File: config.mk
export PLATFORM = sky130hd
export DESIGN_NAME = mem_access_unit
export DESIGN_NICKNAME = d
export VERILOG_FILES = /design/src/rtl/mem_access_unit.sv
export SDC_FILE = /design/constraint.sdc
export NUM_CORES = 1
export LEC_CHECK = 0
export BUFFER_PORTS_ARGS = -buffer_cell sky130_fd_sc_hd__buf_4
export CORE_MARGIN = 2
export CORE_UTILIZATION = 50
export DETAILED_ROUTE_END_ITERATION = 8
export PLACE_DENSITY = 0.85
export SYNTH_ARGS = -nofsm -noshare
export SYNTH_HDL_FRONTEND = slang
export SYNTH_SLANG_ARGS = --single-unit
export TNS_END_PERCENT = 1
File: constraint.sdc
create_clock -name clk -period 4.2 [get_ports clk]
set_clock_uncertainty 0.05 [all_clocks]
set_input_delay 0.21 -clock clk [delete_from_list [all_inputs] [get_ports clk]]
set_output_delay 0.21 -clock clk [all_outputs]
set_load 0.03 [all_outputs]
File: src/rtl/mem_access_unit.sv
// Memory access sequencer: turns multi-cycle controller commands into a req/ack
// transaction, latches IR/MDR, reports sticky errors. Optional: MEM_ACCESS_ALIGN_CHECK_EN.
module mem_access_unit #(
    parameter int unsigned DATA_W   = 32,
    parameter int unsigned WAIT_MAX = 15
) (
    input  logic              clk,
    input  logic              reset,
    input  logic              mem_read,
    input  logic              mem_write,
    input  logic              ir_write,
    input  logic              iord,
    input  logic [DATA_W-1:0] pc,
    input  logic [DATA_W-1:0] alu_out,
    input  logic [DATA_W-1:0] wdata,
    output logic              m_req,
    output logic              m_we,
    output logic [DATA_W-1:0] m_addr,
    output logic [DATA_W-1:0] m_wdata,
    input  logic [DATA_W-1:0] m_rdata,
    input  logic              m_ack,
    output logic [DATA_W-1:0] instr,
    output logic [DATA_W-1:0] mdr,
    output logic              busy,
    output logic              err,
    output logic [1:0]        err_code
);

    typedef enum logic [1:0] {
        IDLE,
        REQ,
        ERR_HOLD
    } state_t;

    localparam logic [1:0] ERR_CONFLICT = 2'b01;
    localparam logic [1:0] ERR_TIMEOUT  = 2'b10;
`ifdef MEM_ACCESS_ALIGN_CHECK_EN
    localparam logic [1:0] ERR_MISALIGN = 2'b11;
`endif
    localparam logic [7:0] WAIT_LAST = 8'(WAIT_MAX - 1);

    state_t            state_q, state_d;
    logic              rd_prev_q, wr_prev_q;
    logic [7:0]        wait_q, wait_d;
    logic              load_ir_q, load_ir_d;
    logic              m_req_q, m_req_d;
    logic              busy_q, busy_d;
    logic              m_we_q, m_we_d;
    logic [DATA_W-1:0] m_addr_q, m_addr_d;
    logic [DATA_W-1:0] m_wdata_q, m_wdata_d;
    logic [DATA_W-1:0] instr_q, instr_d;
    logic [DATA_W-1:0] mdr_q, mdr_d;
    logic              err_q, err_d;
    logic [1:0]        err_code_q, err_code_d;

    logic              trigger;
    logic [DATA_W-1:0] sel_addr;

    always_ff @(posedge clk or negedge reset) begin
        if (!reset) begin
            state_q    <= IDLE;
            rd_prev_q  <= 1'b0;
            wr_prev_q  <= 1'b0;
            wait_q     <= '0;
            load_ir_q  <= 1'b0;
            m_req_q    <= 1'b0;
            busy_q     <= 1'b0;
            m_we_q     <= 1'b0;
            m_addr_q   <= '0;
            m_wdata_q  <= '0;
            instr_q    <= '0;
            mdr_q      <= '0;
            err_q      <= 1'b0;
            err_code_q <= 2'b00;
        end else begin
            state_q    <= state_d;
            rd_prev_q  <= mem_read;
            wr_prev_q  <= mem_write;
            wait_q     <= wait_d;
            load_ir_q  <= load_ir_d;
            m_req_q    <= m_req_d;
            busy_q     <= busy_d;
            m_we_q     <= m_we_d;
            m_addr_q   <= m_addr_d;
            m_wdata_q  <= m_wdata_d;
            instr_q    <= instr_d;
            mdr_q      <= mdr_d;
            err_q      <= err_d;
            err_code_q <= err_code_d;
        end
    end

    // Only a fresh 0->1 of either command starts an access; held levels do not.
    always_comb begin
        trigger  = (mem_read & ~rd_prev_q) | (mem_write & ~wr_prev_q);
        sel_addr = iord ? alu_out : pc;
    end

    always_comb begin
        state_d    = state_q;
        wait_d     = wait_q;
        load_ir_d  = load_ir_q;
        m_req_d    = m_req_q;
        busy_d     = busy_q;
        m_we_d     = m_we_q;
        m_addr_d   = m_addr_q;
        m_wdata_d  = m_wdata_q;
        instr_d    = instr_q;
        mdr_d      = mdr_q;
        err_d      = err_q;
        err_code_d = err_code_q;

        unique case (state_q)
            IDLE, ERR_HOLD: begin
                if (trigger) begin
                    if (mem_read && mem_write) begin
                        err_d      = 1'b1;
                        err_code_d = ERR_CONFLICT;
                        state_d    = ERR_HOLD;
                    end
`ifdef MEM_ACCESS_ALIGN_CHECK_EN
                    else if (sel_addr[1:0] != 2'b00) begin
                        err_d      = 1'b1;
                        err_code_d = ERR_MISALIGN;
                        state_d    = ERR_HOLD;
                    end
`endif
                    else begin
`ifdef MEM_ACCESS_ALIGN_CHECK_EN
                        m_addr_d = sel_addr;
`else
                        m_addr_d = sel_addr & {{(DATA_W-2){1'b1}}, 2'b00};
`endif
                        m_we_d    = mem_write;
                        m_wdata_d = wdata;
                        load_ir_d = ir_write;
                        m_req_d   = 1'b1;
                        busy_d    = 1'b1;
                        wait_d    = '0;
                        state_d   = REQ;
                    end
                end
            end
            REQ: begin
                if (m_ack) begin
                    if (!m_we_q) begin
                        mdr_d = m_rdata;
                        if (load_ir_q) begin
                            instr_d = m_rdata;
                        end
                    end
                    m_req_d = 1'b0;
                    busy_d  = 1'b0;
                    m_we_d  = 1'b0;
                    state_d = IDLE;
                end else if (wait_q == WAIT_LAST) begin
                    err_d      = 1'b1;
                    err_code_d = ERR_TIMEOUT;
                    m_req_d    = 1'b0;
                    busy_d     = 1'b0;
                    m_we_d     = 1'b0;
                    state_d    = ERR_HOLD;
                end else begin
                    wait_d = wait_q + 8'd1;
                end
            end
            default: begin
                state_d = IDLE;
            end
        endcase
    end

    assign m_req    = m_req_q;
    assign busy     = busy_q;
    assign m_we     = m_we_q;
    assign m_addr   = m_addr_q;
    assign m_wdata  = m_wdata_q;
    assign instr    = instr_q;
    assign mdr      = mdr_q;
    assign err      = err_q;
    assign err_code = err_code_q;

endmodule
# [Word level (Yosys, flattened, before mapping)]
# Index checks and enable logic that the tools add are counted.
[word_totals] regBits=144 inputBits=135 out_inout_bits=134
[classes] n_addsub=1 n_eq_ne=10 muxes=28 n_bitwise=7 reduce_logical=11
[op_table] operator="two-way mux 32 bit" n=1
[op_table] operator="two-way mux 8 bit" n=4
[op_table] operator="one-hot mux 8 bit (2 select lines)" n=1
[op_table] operator="two-way mux 2 bit" n=7
[op_table] operator="inequality test 2 bit, second input constant" n=6
[op_table] operator="two-way mux 1 bit" n=10
[op_table] operator="AND reduction 5 bit" n=2
[op_table] operator="adder 8 x 1 -> 8 bit, second input constant" n=1
[op_table] operator="equality test 8 x 4 -> 1 bit, second input constant" n=1
[op_table] operator="one-hot mux 2 bit (2 select lines)" n=2
[op_table] operator="AND reduction 4 bit" n=2
[op_table] operator="one-hot mux 1 bit (2 select lines)" n=3
[op_table] operator="AND reduction 3 bit" n=2
[op_table] operator="NOT 1 bit" n=4
[op_table] operator="inequality test 3 bit, second input constant" n=1
[op_table] operator="AND 1 bit" n=2
[op_table] operator="equality test 2 x 1 -> 1 bit, second input constant" n=1
[op_table] operator="equality test 2 bit, second input constant" n=1
[op_table] operator="zero test 2 bit" n=1
[op_table] operator="AND reduction 2 bit" n=1
[op_table] operator="nonzero test 2 bit" n=1
[op_table] operator="OR reduction 2 bit" n=1
[op_table] operator="logical AND 1 bit" n=1
[op_table] operator="bitwise OR 1 bit" n=1

# [Longest topological paths before layout]
[depth] ltp_word=5 depth_mapped=7 depth_no_buf=6

# [Least setup slack after synthesis]
# No wires, ideal clock.
[synth_path] kind="register to register" from="register wait_q[0]" to="register wait_q[6]" setup_time_ns=0.082 t_arrival_ns=1.895 setup_slack_ns=2.173 path_stages_with_launch=8 n_path_buf=1 cell_sequence="dfrtp_1 -> inv_1 -> ha_1 -> or4b_4 -> o31a_4 -> or2_1 -> buf_6 -> a31oi_1"
[synth_between] elab_chain_len=4
[synth_lines] item="from (decl)" line="44" rtl="logic [7:0] wait_q, wait_d;"
[synth_lines] item="from (signal assigned)" line="79" rtl="wait_q <= wait_d;"
[synth_lines] item="adder 8 x 1 -> 8 bit" line="164" rtl="wait_d = wait_q + 8'd1;"
[synth_lines] item="two-way mux 8 bit" line="156" rtl="end else if (wait_q == WAIT_LAST) begin"
[synth_lines] item="two-way mux 8 bit" line="145" rtl="if (m_ack) begin"
[synth_lines] item="one-hot mux 8 bit (2 select lines)" line="113" rtl="unique case (state_q)"
# Parallel ways exist; a longest one is shown, timed or not. The select of a mux whose other input is x is not followed.
# A chain may end at the register's enable or synchronous reset.

# [Worst setup path after layout]
[layout_path] from="input mem_read" to="register wait_q[4]"
[layout_between] elab_chain_len=4
[layout_lines] item="from (decl)" line="9" rtl="input logic mem_read,"
[layout_lines] item="AND 1 bit" line="95" rtl="trigger = (mem_read & ~rd_prev_q) | (mem_write & ~wr_prev_q);"
[layout_lines] item="bitwise OR 1 bit" line="95"
[layout_lines] item="inequality test 2 bit (no source line)"
[layout_lines] item="AND reduction 5 bit (no source line) (*)"
# Mark *: on every way between the ends. The rest lies on a longest branch, timed or not.

==> impl_metrics.csv <==
group,metric,value,unit
placement,placed_area,7900,sq um
global_routing,grt_max_degree,112,
yosys,synthMuxAreaShare,24.3,%
clocking,hold_buffers,67,
floorplan,initial_core_util,51.0,%
clocking,cts_tree,"done",
finish,layout-drive-gt1-share,52.5,%
yosys,avgSynthCellArea,13.8,sq um
yosys,syn_area,5830,sq um
clocking,insertion_delay,0.41,ns
sta,min_period,2.64,ns
sta,min_period_over_period,62.8,%
yosys,synth_top_family_by_area,"multiplexers",
finish,final_nets,889,
sta,setup_tns,0,ns
yosys,synth-seq-cells,144,
clocking,cts_max_level,4,
pwr,p_per_area,701,nW/um^2
yosys,synth_common_cells,"dfrtp_1, mux2_2, a21oi_1, nor2_1, mux2i_1",
detailed_routing,wl_per_cell,18.4,um
floorplan,die_h,112,um
yosys,synthCells,423,
worst_setup_path,end_kind,"register",
sta,tightest_slew,0.983,ns
finish,design_area,9180,sq um
clocking,root_buffer,"clkbuf_16",
floorplan,num_rows,39,
floorplan,dieWidth,112,um
finish,n_fill_cell,619,
clocking,cts_resized,0,
detailed_routing,detail-route-antenna-nets,0,
clocking,cts_setup_buffers,0,
global_routing,antenna_found_initial,1,
run,cap_violations,0,
detailed_routing,drt_iter0_drc,273,
detailed_routing,vias,4699,
yosys,yosys.cell_types.count,36,
sta,hold_viol_final,0,
global_routing,first_global_vias,5179,
sta,finalSetupViolCount,0,
yosys,async_reset_ff_share,100,%
pwr,irDropWorstVdd,0.000644,V
yosys,yosys.area_share.adder,0.430,%
placement,gp_congestion,0.837,
pwr,leakage,4.36,nW
yosys,ys_seq_area_share,61.9,%
worst_setup_path,r2r-start,"state_q[0]$_DFFE_PN0P_",
sta,slew_headroom,34.5,%
detailed_routing,firstDrtPassIters,5,
sta,fmax,379,MHz
finish,area_growth_syn_to_layout,57.6,%
floorplan,die-area,12500,sq um
placement,dpl.hpwl,10.4,mm
clocking,clk_pin_slew,0.06,ns
detailed_routing,drc_errors,0,
floorplan,ioPinCount,269,
yosys,synth_area_leader_cell,"dfrtp_1",
placement,port_buffers,262,
min_path,hold_class,"input port to register",
clocking,clockBufferDepth,2,
yosys,synth_compound_area_share,5.56,%
yosys,ys_top_cells_by_area,"dfrtp_1, mux2_2, mux2i_1",
worst_setup_path,path_class,"input port to register",
worst_setup_path,cp_data_arrival_time,2.86,ns
yosys,synth_edf_count,0,
pwr,power.total,0.00644,W
clocking,cts-buffers-inserted,17,
sta,rsz0062_at_grt,"false",
global_routing,globalRoute.totalOverflow,0,
global_routing,grt_pass1_wl,26.6,mm
yosys,synth.top_cell.area_share,61.9,%
clocking,cts_sinks,144,
worst_setup_path,crit_path_start_kind,"input port",
yosys,yosysWarnings,0,
global_routing,grt_usage,27.2,%
detailed_routing,via_per_inst,5.17,
sta,slew_viol_final,0,
status,outcome,"finished clean",
min_path,hp-start,"pc[7]",
detailed_routing,routed_wl,16.7,mm
worst_setup_path,crit_fanout,81,
finish,seqCellArea,3600,sq um
worst_setup_path,critPathRequiredTime,4.42,ns
worst_setup_path,crit_start,"mem_read",
finish,multi_input_area,2080,sq um
yosys,synth-main-ff-cell,"dfrtp_1",
yosys,synth_xor_area_share,0,%
floorplan,fp.coreArea,11400,sq um
yosys,synth-simple-area-share,5.20,%
yosys,yosysMostFrequentCell,"dfrtp_1",
==> stage by stage <==
stage               setup WS (ns)  util [%]  hold slack (ns)  cells
CTS                          1.58      80.3          0.00535    907
floorplan                    2.17         -           -0.136    424
detailed placement           1.60      69.2            0.312    808
global placement             1.69      69.2            0.303    808
global route                 1.37      80.4           0.0612    909
finish                       1.56      80.4           0.0551    909
==> cells by family after synthesis <==
| logic type | Yosys count |
|---|---|
| flip-flops | 144 |
| adder cells (fa/ha/maj) | 2 |
| AND/OR/NAND/NOR | 62 |
| multiplexers | 129 |
| buffers and inverters | 30 |
| AO/OA/AOI/OAI | 55 |
| other | 1 |
==> cell type report <==
type	count	area share [%]
Antenna cell	1	0.0273
Clock buffer	20	4.76
Clock inverter	12	1.74
Inverter	5	0.204
Multi-Input combinational cell	250	22.7
Sequential cell	144	39.3
Tap cell	143	1.95
Timing Repair Buffer	334	29.3
==> placed cells by master (no fill, tap or decap), drive strengths merged, types with 2 or more instances in the layout <==
cell type and count:
buf 266, dfrtp 144, mux2 98, dlygate4sd3 68, a21oi 34, nor2 33, mux2i 31, clkbuf 20
nand2 11, inv 7, o21ai 6, a31oi 5, clkinvlp 4, nor2b 3, bufinv 3, nor3 3
clkinv 3, or3b 2, and4 2, nand3 2, a41oi 2, a21o 2, ha 2, conb 2
or2 2
==> per-layer routing <==
metal  share of wire, %  wire [um]  global-route usage [%]
met5                  0          0                       0
met3                6.4       1070                    7.19
met2                 55       9230                    50.5
met4                3.1        510                    11.9
met1                 35       5900                    29.0
==> sequential cells by signal, indices dropped and copies added (netlist names) <==
| signal | cells |
|---|---|
| instr | 32 |
| m_wdata | 32 |
| mdr | 32 |
| m_addr | 30 |
| wait_q | 8 |
| err_code | 2 |
| state_q | 2 |
| busy | 1 |
| err | 1 |
| load_ir_q | 1 |
| m_we | 1 |
| rd_prev_q | 1 |
| wr_prev_q | 1 |
==> report_power, final <==
group,switching [W],total [W],internal (W),leakage [nW]
Combinational,0.00159,0.00271,0.00112,2.39
Clock,0.000587,0.00153,0.000939,0.277
Sequential,0.000313,0.00220,0.00189,1.70
Total,0.00249,0.00644,0.00395,4.36
==> critical path, cell delays in order <==
cell and delay [ns]:
dlygate4sd3_1 0.54, buf_4 0.16, or3b_2 0.50, a21oi_4 0.51
buf_12 0.37, or2_1 0.34, a31oi_1 0.15
==> worst paths after layout <==
path	endpoint	slack (ns)	cells after the start
setup / recovery	wait_q[4]$_DFFE_PN0P_	1.56	7
hold / removal	m_addr[7]$_DFFE_PN0P_	0.06	3
setup reg to reg	mdr[30]$_DFFE_PN0P_	1.58	4
hold reg to reg	instr[25]$_DFFE_PN0P_	0.46	1
max in group asynchronous	wait_q[2]$_DFFE_PN0P_	2.61	3
min in group asynchronous	m_wdata[31]$_DFFE_PN0P_	0.45	2
Note: power is estimated with default switching activity, not from simulation.
